$ cat config.mk
export PLATFORM = sky130hd
export DESIGN_NAME = pipeline_hazard_ctrl
export DESIGN_NICKNAME = d
export VERILOG_FILES = /design/src/rtl/hazard_pkg.sv /design/src/rtl/hazard_cmp.sv /design/src/rtl/pipeline_hazard_ctrl.sv
export SDC_FILE = /design/constraint.sdc
export NUM_CORES = 1
export LEC_CHECK = 0
export CAP_MARGIN = 20
export CORE_ASPECT_RATIO = 0.6
export CORE_MARGIN = 2
export CORE_UTILIZATION = 58
export DETAILED_ROUTE_END_ITERATION = 6
export DONT_BUFFER_PORTS = 1
export PLACE_DENSITY = 0.76
export SETUP_SLACK_MARGIN = 0.2
export SLEW_MARGIN = 20
export SYNTH_ARGS = -nofsm -noshare
export SYNTH_HDL_FRONTEND = slang
export SYNTH_HIERARCHICAL = 1
export SYNTH_SLANG_ARGS = --single-unit
$ cat constraint.sdc
create_clock -name Clock -period 3 [get_ports Clock]
set_input_delay 0.3 -clock Clock [delete_from_list [all_inputs] [get_ports Clock]]
set_output_delay 0.3 -clock Clock [all_outputs]
set_load 0.01 [all_outputs]
$ cat src/rtl/hazard_pkg.sv
// Shared types and constants for the LEGv8 pipeline hazard controller.
package hazard_pkg;

  typedef enum logic {
    RUN   = 1'b0,
    STALL = 1'b1
  } state_e;

  localparam logic [1:0] FWD_REG = 2'b00;
  localparam logic [1:0] FWD_MEM = 2'b10;
  localparam logic [1:0] FWD_WB  = 2'b01;

  localparam logic [4:0] XZR_IDX = 5'd31;

endpackage

$ cat src/rtl/hazard_cmp.sv
// Single source/destination register match; the zero register never produces a hit.
module hazard_cmp
  import hazard_pkg::*;
#(
  parameter logic [4:0] XZR = XZR_IDX
) (
  input  logic [4:0] src,
  input  logic [4:0] dst,
  input  logic       wr,
  input  logic       use_src,
  output logic       hit
);

  assign hit = use_src && wr && (dst == src) && (dst != XZR);

endmodule

$ cat src/rtl/pipeline_hazard_ctrl.sv
// Stall/flush sequencer for the 5-stage LEGv8 pipeline.
// Define HAZARD_FWD_EN to enable EX-stage forwarding (only load-use hazards then stall).
module pipeline_hazard_ctrl
  import hazard_pkg::*;
#(
  parameter int         CNT_W = 32,
  parameter logic [4:0] XZR   = XZR_IDX
) (
  input  logic             Clock,
  input  logic             Reset,
  input  logic [4:0]       id_rn,
  input  logic [4:0]       id_rm,
  input  logic             id_use_rn,
  input  logic             id_use_rm,
  input  logic [4:0]       ex_rn,
  input  logic [4:0]       ex_rm,
  input  logic [4:0]       ex_rd,
  input  logic             ex_regwrite,
  input  logic             ex_memread,
  input  logic [4:0]       mem_rd,
  input  logic             mem_regwrite,
  input  logic [4:0]       wb_rd,
  input  logic             wb_regwrite,
  input  logic             mem_br_taken,
  output logic             pc_write,
  output logic             ifid_write,
  output logic             idex_bubble,
  output logic             ifid_flush,
  output logic             exmem_flush,
  output logic [1:0]       fwd_a,
  output logic [1:0]       fwd_b,
  output logic [CNT_W-1:0] stall_cnt,
  output logic [CNT_W-1:0] flush_cnt
);

  localparam logic [CNT_W-1:0] CNT_ONE = CNT_W'(1);
  localparam logic [CNT_W-1:0] CNT_MAX = '1;

  state_e     state, state_nxt;
  logic [1:0] rem, rem_nxt;
  logic [1:0] req;
  logic       hit_rn_ex, hit_rm_ex, hit_ex;

  hazard_cmp #(.XZR(XZR)) u_rn_ex (.src(id_rn), .dst(ex_rd), .wr(ex_regwrite),
                                   .use_src(id_use_rn), .hit(hit_rn_ex));
  hazard_cmp #(.XZR(XZR)) u_rm_ex (.src(id_rm), .dst(ex_rd), .wr(ex_regwrite),
                                   .use_src(id_use_rm), .hit(hit_rm_ex));
  assign hit_ex = hit_rn_ex || hit_rm_ex;

`ifdef HAZARD_FWD_EN
  logic fa_mem, fa_wb, fb_mem, fb_wb;

  hazard_cmp #(.XZR(XZR)) u_fa_mem (.src(ex_rn), .dst(mem_rd), .wr(mem_regwrite),
                                    .use_src(1'b1), .hit(fa_mem));
  hazard_cmp #(.XZR(XZR)) u_fa_wb  (.src(ex_rn), .dst(wb_rd), .wr(wb_regwrite),
                                    .use_src(1'b1), .hit(fa_wb));
  hazard_cmp #(.XZR(XZR)) u_fb_mem (.src(ex_rm), .dst(mem_rd), .wr(mem_regwrite),
                                    .use_src(1'b1), .hit(fb_mem));
  hazard_cmp #(.XZR(XZR)) u_fb_wb  (.src(ex_rm), .dst(wb_rd), .wr(wb_regwrite),
                                    .use_src(1'b1), .hit(fb_wb));

  // With forwarding, only a load feeding the next instruction needs a single bubble.
  assign req = (ex_memread && hit_ex) ? 2'd1 : 2'd0;

  always_comb begin
    fwd_a = FWD_REG;
    fwd_b = FWD_REG;
    if (!Reset) begin
      if (fa_mem)     fwd_a = FWD_MEM;
      else if (fa_wb) fwd_a = FWD_WB;
      if (fb_mem)     fwd_b = FWD_MEM;
      else if (fb_wb) fwd_b = FWD_WB;
    end
  end
`else
  logic hit_rn_mem, hit_rm_mem, hit_rn_wb, hit_rm_wb;
  logic unused_fwd_inputs;

  hazard_cmp #(.XZR(XZR)) u_rn_mem (.src(id_rn), .dst(mem_rd), .wr(mem_regwrite),
                                    .use_src(id_use_rn), .hit(hit_rn_mem));
  hazard_cmp #(.XZR(XZR)) u_rm_mem (.src(id_rm), .dst(mem_rd), .wr(mem_regwrite),
                                    .use_src(id_use_rm), .hit(hit_rm_mem));
  hazard_cmp #(.XZR(XZR)) u_rn_wb  (.src(id_rn), .dst(wb_rd), .wr(wb_regwrite),
                                    .use_src(id_use_rn), .hit(hit_rn_wb));
  hazard_cmp #(.XZR(XZR)) u_rm_wb  (.src(id_rm), .dst(wb_rd), .wr(wb_regwrite),
                                    .use_src(id_use_rm), .hit(hit_rm_wb));

  // No regfile bypass: the producer must reach the end of WB, so nearer stages cost more.
  assign req = hit_ex                     ? 2'd3 :
               (hit_rn_mem || hit_rm_mem) ? 2'd2 :
               (hit_rn_wb  || hit_rm_wb)  ? 2'd1 : 2'd0;

  assign fwd_a = FWD_REG;
  assign fwd_b = FWD_REG;
  assign unused_fwd_inputs = ^{ex_rn, ex_rm, ex_memread};
`endif

  // NOTE: every output gets a default first, so no path through this block infers a latch.
  always_comb begin
    pc_write    = 1'b1;
    ifid_write  = 1'b1;
    idex_bubble = 1'b0;
    ifid_flush  = 1'b0;
    exmem_flush = 1'b0;
    state_nxt   = state;
    rem_nxt     = rem;
    if (Reset) begin
      pc_write    = 1'b0;
      ifid_write  = 1'b0;
      ifid_flush  = 1'b1;
      idex_bubble = 1'b1;
      exmem_flush = 1'b1;
      state_nxt   = RUN;
      rem_nxt     = 2'd0;
    end else if (mem_br_taken) begin
      ifid_write  = 1'b0;
      ifid_flush  = 1'b1;
      idex_bubble = 1'b1;
      exmem_flush = 1'b1;
      state_nxt   = RUN;
      rem_nxt     = 2'd0;
    end else if (state == STALL) begin
      pc_write    = 1'b0;
      ifid_write  = 1'b0;
      idex_bubble = 1'b1;
      rem_nxt     = rem - 2'd1;
      if (rem <= 2'd1) state_nxt = RUN;
    end else if (req != 2'd0) begin
      pc_write    = 1'b0;
      ifid_write  = 1'b0;
      idex_bubble = 1'b1;
      if (req > 2'd1) begin
        rem_nxt   = req - 2'd1;
        state_nxt = STALL;
      end
    end
  end

  // NOTE: state registers use non-blocking assignments so every flop samples pre-edge values.
  always_ff @(posedge Clock) begin
    if (Reset) begin
      state     <= RUN;
      rem       <= 2'd0;
      stall_cnt <= '0;
      flush_cnt <= '0;
    end else begin
      state <= state_nxt;
      rem   <= rem_nxt;
      if (!pc_write && stall_cnt != CNT_MAX) stall_cnt <= stall_cnt + CNT_ONE;
      if (mem_br_taken && flush_cnt != CNT_MAX) flush_cnt <= flush_cnt + CNT_ONE;
    end
  end

endmodule
==> impl_metrics.tcl, run 1 <==
set metrics [dict create \
    total_power_mw 2.12 \
    place_inst 574 \
    rsz0062_at_grt "no" \
    initial_core_util 0.598 \
    synth_cell_types 47 \
    die_x_um 111 \
    cp_slowest_cell "or4b_1" \
    ys.warnings.count 6 \
    r2r_setup_slack_ps 450 \
    first_global_vias 3475 \
    status "completed" \
    clock-sinks 67 \
    async_flop_share 0 \
    p_leak_nw 1.31 \
    pin_count 117 \
    p_switching_uw 458 \
    hold_buffers 0 \
    drt-total-wl_um 10500 \
    seq_area_frac_synth 0.336 \
    post_cts_resized 0 \
    worst_path_most_repeated_cell "o2111ai_1" \
    ys.flop_type "dfxtp_1" \
    endpoint_kind "register" \
    post-route-period-util 0.862 \
    synth_seq_cells 67 \
    swShare 0.216 \
    crit_path_start "id_rm[1]" \
    vdd_drop_max_mv 0.424 \
    muxShareOfSynthArea 0.0113 \
    synth_cells 502 \
    cp_max_fo 12 \
    crit_chain "xnor2_1 -> o2111ai_1 -> a211oi_2 -> nor2_1 -> o31a_1 -> ha_1 -> nor2b_1 -> o21ai_1 -> buf_4 -> o2111ai_1 -> or4b_1 -> a21oi_1" \
    holdPathEnd "flush_cnt[22]" \
    nFillCells 590 \
    layout-drive-gt1-share 0.0933 \
    wl_per_cell_um 17.8 \
    synth_compound_area_frac 0.219 \
    cts_made_buffers 9 \
    synth_edf_count 0 \
    arrival_ps 2850 \
    finalSetupViolations 0 \
    area_growth_pct 10.2 \
    ant_nets 0 \
    grt_max_degree 66 \
    max_slew_margin 0.531 \
    hold_path.class "in2reg" \
    fin_crit_ps 2590 \
    cp_num_buf_inv 1 \
    num_antenna_cells 0 \
    critPathRequiredTime_ps 3260 \
    p_per_area_nw_per_um2 482 \
    fin_ws_ps 414 \
    grt.total_usage 0.274 \
    path_delay_family "compound AO/OA/AOI/OAI gates" \
    stdcell_count 591 \
    routed_via_density 6.83 \
    power_frac_comb 0.046 \
    cts-root-buf "clkbuf_16" \
    finalHoldViolCount 0 \
    timing.rr.start "flush_cnt[16]" \
    grt_antenna_before_repair 0 \
    num_vias 4035 \
    die_h_um 68.3 \
    overflow 0 \
    rr_worst_depth 5 \
    hold_start "Reset" \
    clock_power_share 0.525 \
    grt_pass1_wl_um 16600 \
    yosysTopAreaCell "dfxtp_1" \
    r2r_end "flush_cnt[14]" \
    die_area_um2 7590 \
    pwr-share-seq 0.429 \
    criticalPathCategory "in2reg" \
    gp_congestion 0.862 \
    timing.fmax_mhz 387 \
    critPathLaunchType "primary input" \
    port_buffers 0 \
    synth_common_cells "67 x dfxtp_1, 44 x a21oi_1, 42 x nand2_1" \
    insertion_delay_ps 330 \
    coreArea_um2 6680 \
    synth_area_um2 4000 \
    ys_top_cells_by_area "dfxtp_1 34%, a21oi_1 5.5%, xnor2_1 5.5%, or4_1 5.1%, nand4_1 4.9%" \
    nets 547 \
    cts_buffer_depth 2 \
    synth_top_area_frac 0.336 \
    drv_slew 0 \
    drt_iter0_markers 327 \
    post_cts_buffers 0 \
    yosysMostFrequentCell "dfxtp_1" \
    p_int_mw 1.66 \
    drc 0 \
    dp_hpwl_um 7470 \
    synth_top_family_by_area "simple AND/OR/NAND/NOR gates" \
    ctsHtreeMaxLevel 3 \
    max_cap_viol_count 0 \
    hold_path_depth 1 \
    avgSynthCellArea_um2 7.96 \
    cts.clk_slew.worst_paths_ps 60 \
    pre_cts_ws_ps -19.6 \
    fin_worst_skew_ps 3.86 \
    rows 23 \
    tightestPinTransition_ps 698 \
    synthAdderAreaFrac 0.0125 \
    yosys.area_share.simple 0.312 \
    cts_tree "built" \
    slowest_delay_ps 560 \
    firstDrtPassIters 5 \
    synth-xor-area-share 0.0636 \
]
[cell usage in the layout (no fill, tap or decap), drive strengths merged, types with 3 or more instances in the layout]
cell | Yosys | final
a211oi | 6 | 6
conb | 1 | 4
or3 | 17 | 17
a21oi | 44 | 44
clkinvlp | 0 | 3
nand3 | 34 | 34
nand4 | 32 | 32
nor4 | 11 | 11
xnor2 | 25 | 25
xor2 | 4 | 4
or2 | 6 | 6
and3 | 6 | 6
nor3 | 6 | 6
or4 | 28 | 28
o21a | 8 | 8
dfxtp | 67 | 67
o2111ai | 7 | 7
buf | 8 | 9
o211ai | 4 | 4
inv | 16 | 16
o31ai | 20 | 20
clkbuf | 18 | 9
and4 | 3 | 3
o31a | 4 | 4
nor2b | 4 | 4
nor2 | 33 | 33
ha | 4 | 4
o41ai | 4 | 4
nand2 | 42 | 42
mux2 | 4 | 4
o21ai | 21 | 21
[sequential cells by signal, summed over array words and instances (netlist names)]
name / flops
rem: 2
stall_cnt: 32
flush_cnt: 32
state: 1
[kinds of logic (layout without fill, tap and decap cells)]
| logic type | after synthesis | after routing |
|---|---|---|
| AO/OA/AOI/OAI | 129 | 129 |
| XOR/XNOR | 29 | 29 |
| buffers and inverters | 42 | 41 |
| flip-flops | 67 | 67 |
| AND/OR/NAND/NOR | 226 | 226 |
| multiplexers | 4 | 4 |
| adder cells (fa/ha/maj) | 4 | 4 |
| other | 1 | 4 |
[per-layer routing]
metal | up-vias | routed length (um) | track usage
met2 | 187 | 4560 | 0.413
met5 | - | 0 | 0
li1 | 1912 | - | -
met4 | 0 | 148 | 0.0833
met3 | 22 | 1100 | 0.116
met1 | 1914 | 4720 | 0.360
[through the flow]
stage | hold slack, ps | cell area [um^2] | utilization | TNS (ps)
floorplan | 491 | 4010 | - | 0
finish | 28.0 | 4400 | 0.659 | 0
CTS | 20.3 | 4390 | 0.658 | 0
detailed placement | 376 | 4080 | 0.611 | -19.6
global route | 19.1 | 4400 | 0.659 | 0
global placement | 373 | 4080 | 0.611 | 0
[worst register-to-register path: stages, from the launching register on]
cell and delay [ps]:
dfxtp_1 530, nand4_1 320, nor4_1 580, a21bo_2 600, nor4_1 120, mux2_2 290
[cell type report]
cell class / instances / area (um^2) / area share
tap: 87 / 109 / 0.0247
inverter: 16 / 60.1 / 0.0136
timing repair buffer: 9 / 80.1 / 0.0182
multi-input combinational: 396 / 2490 / 0.567
clock buffer: 9 / 225 / 0.0512
sequential: 67 / 1340 / 0.305
clock inverter: 7 / 92.6 / 0.0210
[power groups by stage]
| stage | Clock (mW) | Sequential [mW] | Combinational, mW |
|---|---|---|---|
| floorplan | 0 | 0.925 | 0.0986 |
| global placement | 0 | 0.929 | 0.0911 |
| detailed placement | 0 | 0.929 | 0.0960 |
| CTS | 1.14 | 0.909 | 0.0967 |
| global route | 1.17 | 0.911 | 0.109 |
| finish | 1.12 | 0.910 | 0.0976 |
[how the worst max path moves through the flow]
stage / slack (ps) / cells after the start / to
after floorplan: 290 / 12 / stall_cnt[18]
after global placement: 100 / 12 / stall_cnt[30]
after detailed placement: -20 / 12 / stall_cnt[30]
after CTS: 330 / 12 / stall_cnt[30]
after global routing: 210 / 12 / stall_cnt[18]
final: 410 / 12 / stall_cnt[18]
No activity file was read; power rests on OpenSTA's default activity.
==> run 2, diff against run 1 <==
--- a/config.mk
+++ b/config.mk
@@ -12,6 +12,7 @@
 export DETAILED_ROUTE_END_ITERATION = 6
 export DONT_BUFFER_PORTS = 1
 export PLACE_DENSITY = 0.76
+export REMOVE_ABC_BUFFERS = 1
 export SETUP_SLACK_MARGIN = 0.2
 export SLEW_MARGIN = 20
 export SYNTH_ARGS = -nofsm -noshare
==> run 2 against run 1 <==
First-iteration DRC count is 24% lower. Clock skew is 2.2 ps higher. Non-clock buffer count is 1 higher. Critical path type unchanged. Critical endpoint is now stall_cnt[30]. Largest power group unchanged.
==> impl_metrics.tcl, run 2 (synthesis results as in run 1) <==
set metrics [dict create \
    path_delay_family "simple AND/OR/NAND/NOR gates" \
    p_leak_nw 1.30 \
    grt_util_met2 0.406 \
    post-route-period-util 0.869 \
    arrival_ps 2830 \
    fin_crit_ps 2610 \
    cp_max_fo 12 \
    clock-sinks 67 \
    grt_pass1_wl_um 16000 \
    finalHoldViolCount 0 \
    cts_made_buffers 9 \
    coreArea_um2 6680 \
    register_area_um2 1340 \
    dp_hpwl_um 7230 \
    hold_path.class "in2reg" \
    max_slew_margin 0.516 \
    critPathLaunchType "primary input" \
    area_growth_pct 9.11 \
    vdd_drop_max_mv 0.366 \
    placed_area_um2 4070 \
    die_area_um2 7590 \
    timing.fmax_mhz 384 \
    num_antenna_cells 0 \
    status "completed" \
    die_h_um 68.3 \
    pin_count 117 \
    cts.clk_slew.worst_paths_ps 50 \
    p_per_area_nw_per_um2 453 \
    wl_per_cell_um 17.0 \
    crit_chain "xnor2_1 -> o2111ai_1 -> a211oi_2 -> nor2_1 -> o31a_1 -> ha_1 -> nor2b_1 -> o21ai_1 -> buf_4 -> nand4_1 -> nor4_1 -> mux2_2" \
    rsz0062_at_grt "yes" \
    grtUsageMet1 0.336 \
    cp_num_buf_inv 1 \
    criticalPathCategory "in2reg" \
    final_common_cell "dfxtp_1" \
    multi_input_area_um2 2500 \
    initial_core_util 0.598 \
    total_power_mw 1.98 \
    grt_busiest_layer "met2" \
    cp_slowest_cell "mux2_2" \
    final_area_um2 4360 \
    fin_worst_skew_ps 6.09 \
    use_met3 0.114 \
    fin_tns_setup_ps 0 \
    insertion_delay_ps 340 \
    drc 0 \
    cts_tree "built" \
    overflow 0 \
    cts-root-buf "clkbuf_16" \
    tightestPinTransition_ps 719 \
    first_global_vias 3429 \
    slowest_delay_ps 360 \
    ant_nets 0 \
    gp_congestion 0.817 \
    critPathRequiredTime_ps 3230 \
    grt_antenna_before_repair 0 \
    hold_buffers 0 \
    drt-total-wl_um 10100 \
    layout-drive-gt1-share 0.0911 \
    drv_slew 0 \
    grt_max_degree 66 \
    endpoint_kind "register" \
    die_x_um 111 \
    nets 548 \
    cts_buffer_depth 2 \
    port_buffers 0 \
    num_vias 3870 \
    firstDrtPassIters 4 \
    largestRegisters "flush_cnt x32, stall_cnt x32, rem x2" \
    nFillCells 580 \
    routed_via_density 6.54 \
    finalSetupViolations 0 \
    grt.total_usage 0.261 \
    ctsHtreeMaxLevel 3 \
    drt_iter0_markers 248 \
    rows 23 \
    final_cell_mix "67 x dfxtp_1, 44 x a21oi_1, 42 x nand2_1" \
    max_cap_viol_count 0 \
]
run 2: cell types whose count changed in the layout (fill, tap and decap cells not counted):
| cell | change |
|---|---|
| bufinv_16 | -2 |
| buf_4 | +2 |
| clkbuf_1 | +3 |
| o2111ai_2 | +1 |
| clkbuf_8 | +2 |
| o2111ai_1 | -1 |
| clkinvlp_4 | -3 |
| buf_12 | -1 |
| o311ai_0 | -1 |
| o311ai_1 | +1 |
run 2: worst paths after layout:
kind | startpoint | cells past startpoint | endpoint | slack, ps
setup / recovery | id_rm[1] | 12 | stall_cnt[30] | 390
hold / removal | Reset | 1 | flush_cnt[26] | 30
setup reg to reg | flush_cnt[10] | 5 | flush_cnt[31] | 510
hold reg to reg | stall_cnt[27] | 2 | stall_cnt[27] | 540
run 2: power breakdown:
part,internal (mW),switching (mW),leakage (nW),total (mW)
logic,0.0466,0.0514,0.620,0.0980
clock network,0.602,0.367,0.137,0.968
registers,0.897,0.0134,0.540,0.910
total,1.54,0.431,1.30,1.98
run 2: worst register-to-register path: cells and delay by family (launching register included):
family          cells  cell delay, ps
simple gates        4            1410
flops               1             510
compound gates      1             510
run 2: routing by layer:
| layer | vias up | share of wire |
|---|---|---|
| met3 | 12 | 0.091 |
| met2 | 132 | 0.43 |
| met4 | 0 | 0.011 |
| li1 | 1915 | - |
| met1 | 1811 | 0.47 |
| met5 | - | 0 |
run 2: timing repair:
item,in CTS,in global routing
setup buffers,0,1
gates resized for setup,0,2
endpoints found under the setup margin,0,4
run 2: cell type report:
cell class              count  area share
clock inverters             2     0.00230
flip-flops and latches     67       0.308
repair buffers             10      0.0172
inverters                  16      0.0138
clock buffers              14      0.0606
multi-input cells         396       0.573
well taps                  87      0.0250
run 2: stage by stage:
stage                     cells  hold WS (ps)  setup WS, ps   util
final                       592          34.5           394  0.653
after global routing        592          23.0           181  0.653
after CTS                   591          23.9           420  0.651
after detailed placement    575           375          83.0  0.610
after global placement      575           375           166  0.610
after floorplan             479           369          -135      -
==> run 3, diff against run 2 <==
--- a/config.mk
+++ b/config.mk
@@ -8,10 +8,11 @@
 export CAP_MARGIN = 20
 export CORE_ASPECT_RATIO = 0.6
 export CORE_MARGIN = 2
-export CORE_UTILIZATION = 58
+export CORE_UTILIZATION = 60
+export CTS_BUF_LIST = sky130_fd_sc_hd__clkbuf_2 sky130_fd_sc_hd__clkbuf_4 sky130_fd_sc_hd__clkbuf_8
 export DETAILED_ROUTE_END_ITERATION = 6
 export DONT_BUFFER_PORTS = 1
-export PLACE_DENSITY = 0.76
+export PLACE_DENSITY = 0.79
 export REMOVE_ABC_BUFFERS = 1
 export SETUP_SLACK_MARGIN = 0.2
 export SLEW_MARGIN = 20
==> run 3 against run 2 <==
Hold slack lost 4.0 ps. Count of clock-buffer cells in the layout shrank 2. Non-clock buffer count is the same. First-iteration DRC count grew 17%. Cell count shrank 0.68%. Setup slack gained 5.4 ps. Register-to-register slack gained 20 ps. Power shrank 16%. Largest power group is now sequential cells.
==> impl_metrics.tcl, run 3 (synthesis results as in run 1) <==
set metrics [dict create \
    rows 22 \
    p_int_mw 1.27 \
    post_cts_resized 0 \
    timing.rr.start "flush_cnt[10]" \
    final_area_um2 4260 \
    r2r_setup_slack_ps 530 \
    whs_ps 30.5 \
    max_slew_margin 0.485 \
    place_inst 573 \
    vdd_drop_max_mv 0.255 \
    drc 0 \
    crit_path_start "id_rn[1]" \
    overflow 0 \
    die_x_um 109 \
    drt_iter0_markers 289 \
    cp_max_fo 12 \
    firstDrtPassIters 4 \
    endpoint_kind "register" \
    insertion_delay_ps 340 \
    post_cts_buffers 0 \
    post-route-util 0.679 \
    initial_core_util 0.637 \
    cts_buffer_depth 2 \
    cp-endpoint "stall_cnt[26]" \
    fin_ws_ps 400 \
    power_frac_comb 0.059 \
    first_global_vias 3372 \
    rsz0062_at_grt "yes" \
    r2r_end "flush_cnt[31]" \
    placed_area_um2 4080 \
    grt_antenna_before_repair 0 \
    coreArea_um2 6280 \
    stdcell_count 588 \
    pwr-share-seq 0.546 \
    timing.fmax_mhz 385 \
    hold_path.class "in2reg" \
    cts_tree "built" \
    tightestPinTransition_ps 766 \
    critPathRequiredTime_ps 3270 \
    nets 548 \
    finalSetupViolations 0 \
    wl_per_cell_um 17.1 \
    pre_cts_ws_ps 90.5 \
    hold_start "Reset" \
    grt_pass1_wl_um 16100 \
    clock-sinks 67 \
    grt_max_degree 66 \
    cts-root-buf "clkbuf_8" \
    port_buffers 0 \
    critPathLaunchType "primary input" \
    p_per_area_nw_per_um2 391 \
    p_leak_nw 1.25 \
    final_cell_mix "67 x dfxtp_1, 44 x a21oi_1, 42 x nand2_1" \
    arrival_ps 2870 \
    ctsHtreeMaxLevel 3 \
    dp_hpwl_um 7470 \
    status "completed" \
    finalHoldViolCount 0 \
    max_cap_viol_count 0 \
    die_area_um2 7350 \
    cts.clk_slew.worst_paths_ps 70 \
    grt.total_usage 0.277 \
    criticalPathCategory "in2reg" \
    post-route-period-util 0.867 \
    layout-drive-gt1-share 0.0992 \
    rr_worst_depth 5 \
    num_vias 3883 \
    fin_worst_skew_ps 8.56 \
    hold_buffers 0 \
    die_h_um 67.2 \
    ant_nets 0 \
    area_growth_pct 6.67 \
    routed_via_density 6.60 \
    gp_congestion 0.802 \
    num_antenna_cells 0 \
    fin_crit_ps 2600 \
    p_switching_uw 390 \
    swShare 0.234 \
    drv_slew 0 \
    cts_made_buffers 9 \
    drt-total-wl_um 10100 \
    largestRegisters "flush_cnt x32, stall_cnt x32, rem x2" \
    final_common_cell "dfxtp_1" \
    pin_count 117 \
    clock_power_share 0.395 \
]
-- run 3: cell types whose count changed in the layout (fill, tap and decap cells not counted), sizes merged --
cell | previous run | this run
clkinv | 2 | 3
clkbuf | 14 | 12
-- run 3: stage by stage --
step / TNS, ps / power (mW)
after global routing: 0 / 1.73
after detailed placement: 0 / 1.03
after global placement: 0 / 1.02
after floorplan: -822 / 1.00
final: 0 / 1.66
after CTS: 0 / 1.68
-- run 3: how the worst min path moves through the flow --
stage	end	slack, ps	cells past startpoint
2_1_floorplan	flush_cnt[10]	370	1
3_3_place_gp	flush_cnt[26]	370	1
3_5_place_dp	flush_cnt[22]	380	1
4_1_cts	flush_cnt[22]	20	1
5_1_grt	flush_cnt[22]	10	1
6_report	flush_cnt[22]	30	1
-- run 3: worst max-delay path, cell delays in order --
cell and delay (ps):
xnor2_1 160, o2111ai_1 180, a211oi_2 220, nor2_1 60, o31a_1 240, ha_1 230, nor2b_1 150, o21ai_1 120
buf_4 200, nand4_1 260, or4_1 550, a21oi_1 180
-- run 3: layer usage --
metal,up-vias,wire [um],track usage
met5,-,0,0
met4,0,70,0.0617
met3,11,1070,0.113
met2,156,4370,0.418
met1,1816,4560,0.372
li1,1900,-,-
-- run 3: final cells by class --
class                           instances  area, um^2
Fill cell                             525        2010
Multi-Input combinational cell        396        2510
Tap cell                               84         105
Clock buffer                           12         153
Clock inverter                          3        15.0
Sequential cell                        67        1340
Inverter                               16        60.1
Timing Repair Buffer                   10        75.1
-- run 3: power groups by stage --
stage,Sequential (mW),Clock [mW],Combinational (mW)
after detailed placement,0.929,0,0.0981
final,0.909,0.657,0.0989
after global routing,0.909,0.708,0.110
after global placement,0.928,0,0.0941
after floorplan,0.925,0,0.0789
after CTS,0.908,0.669,0.0986
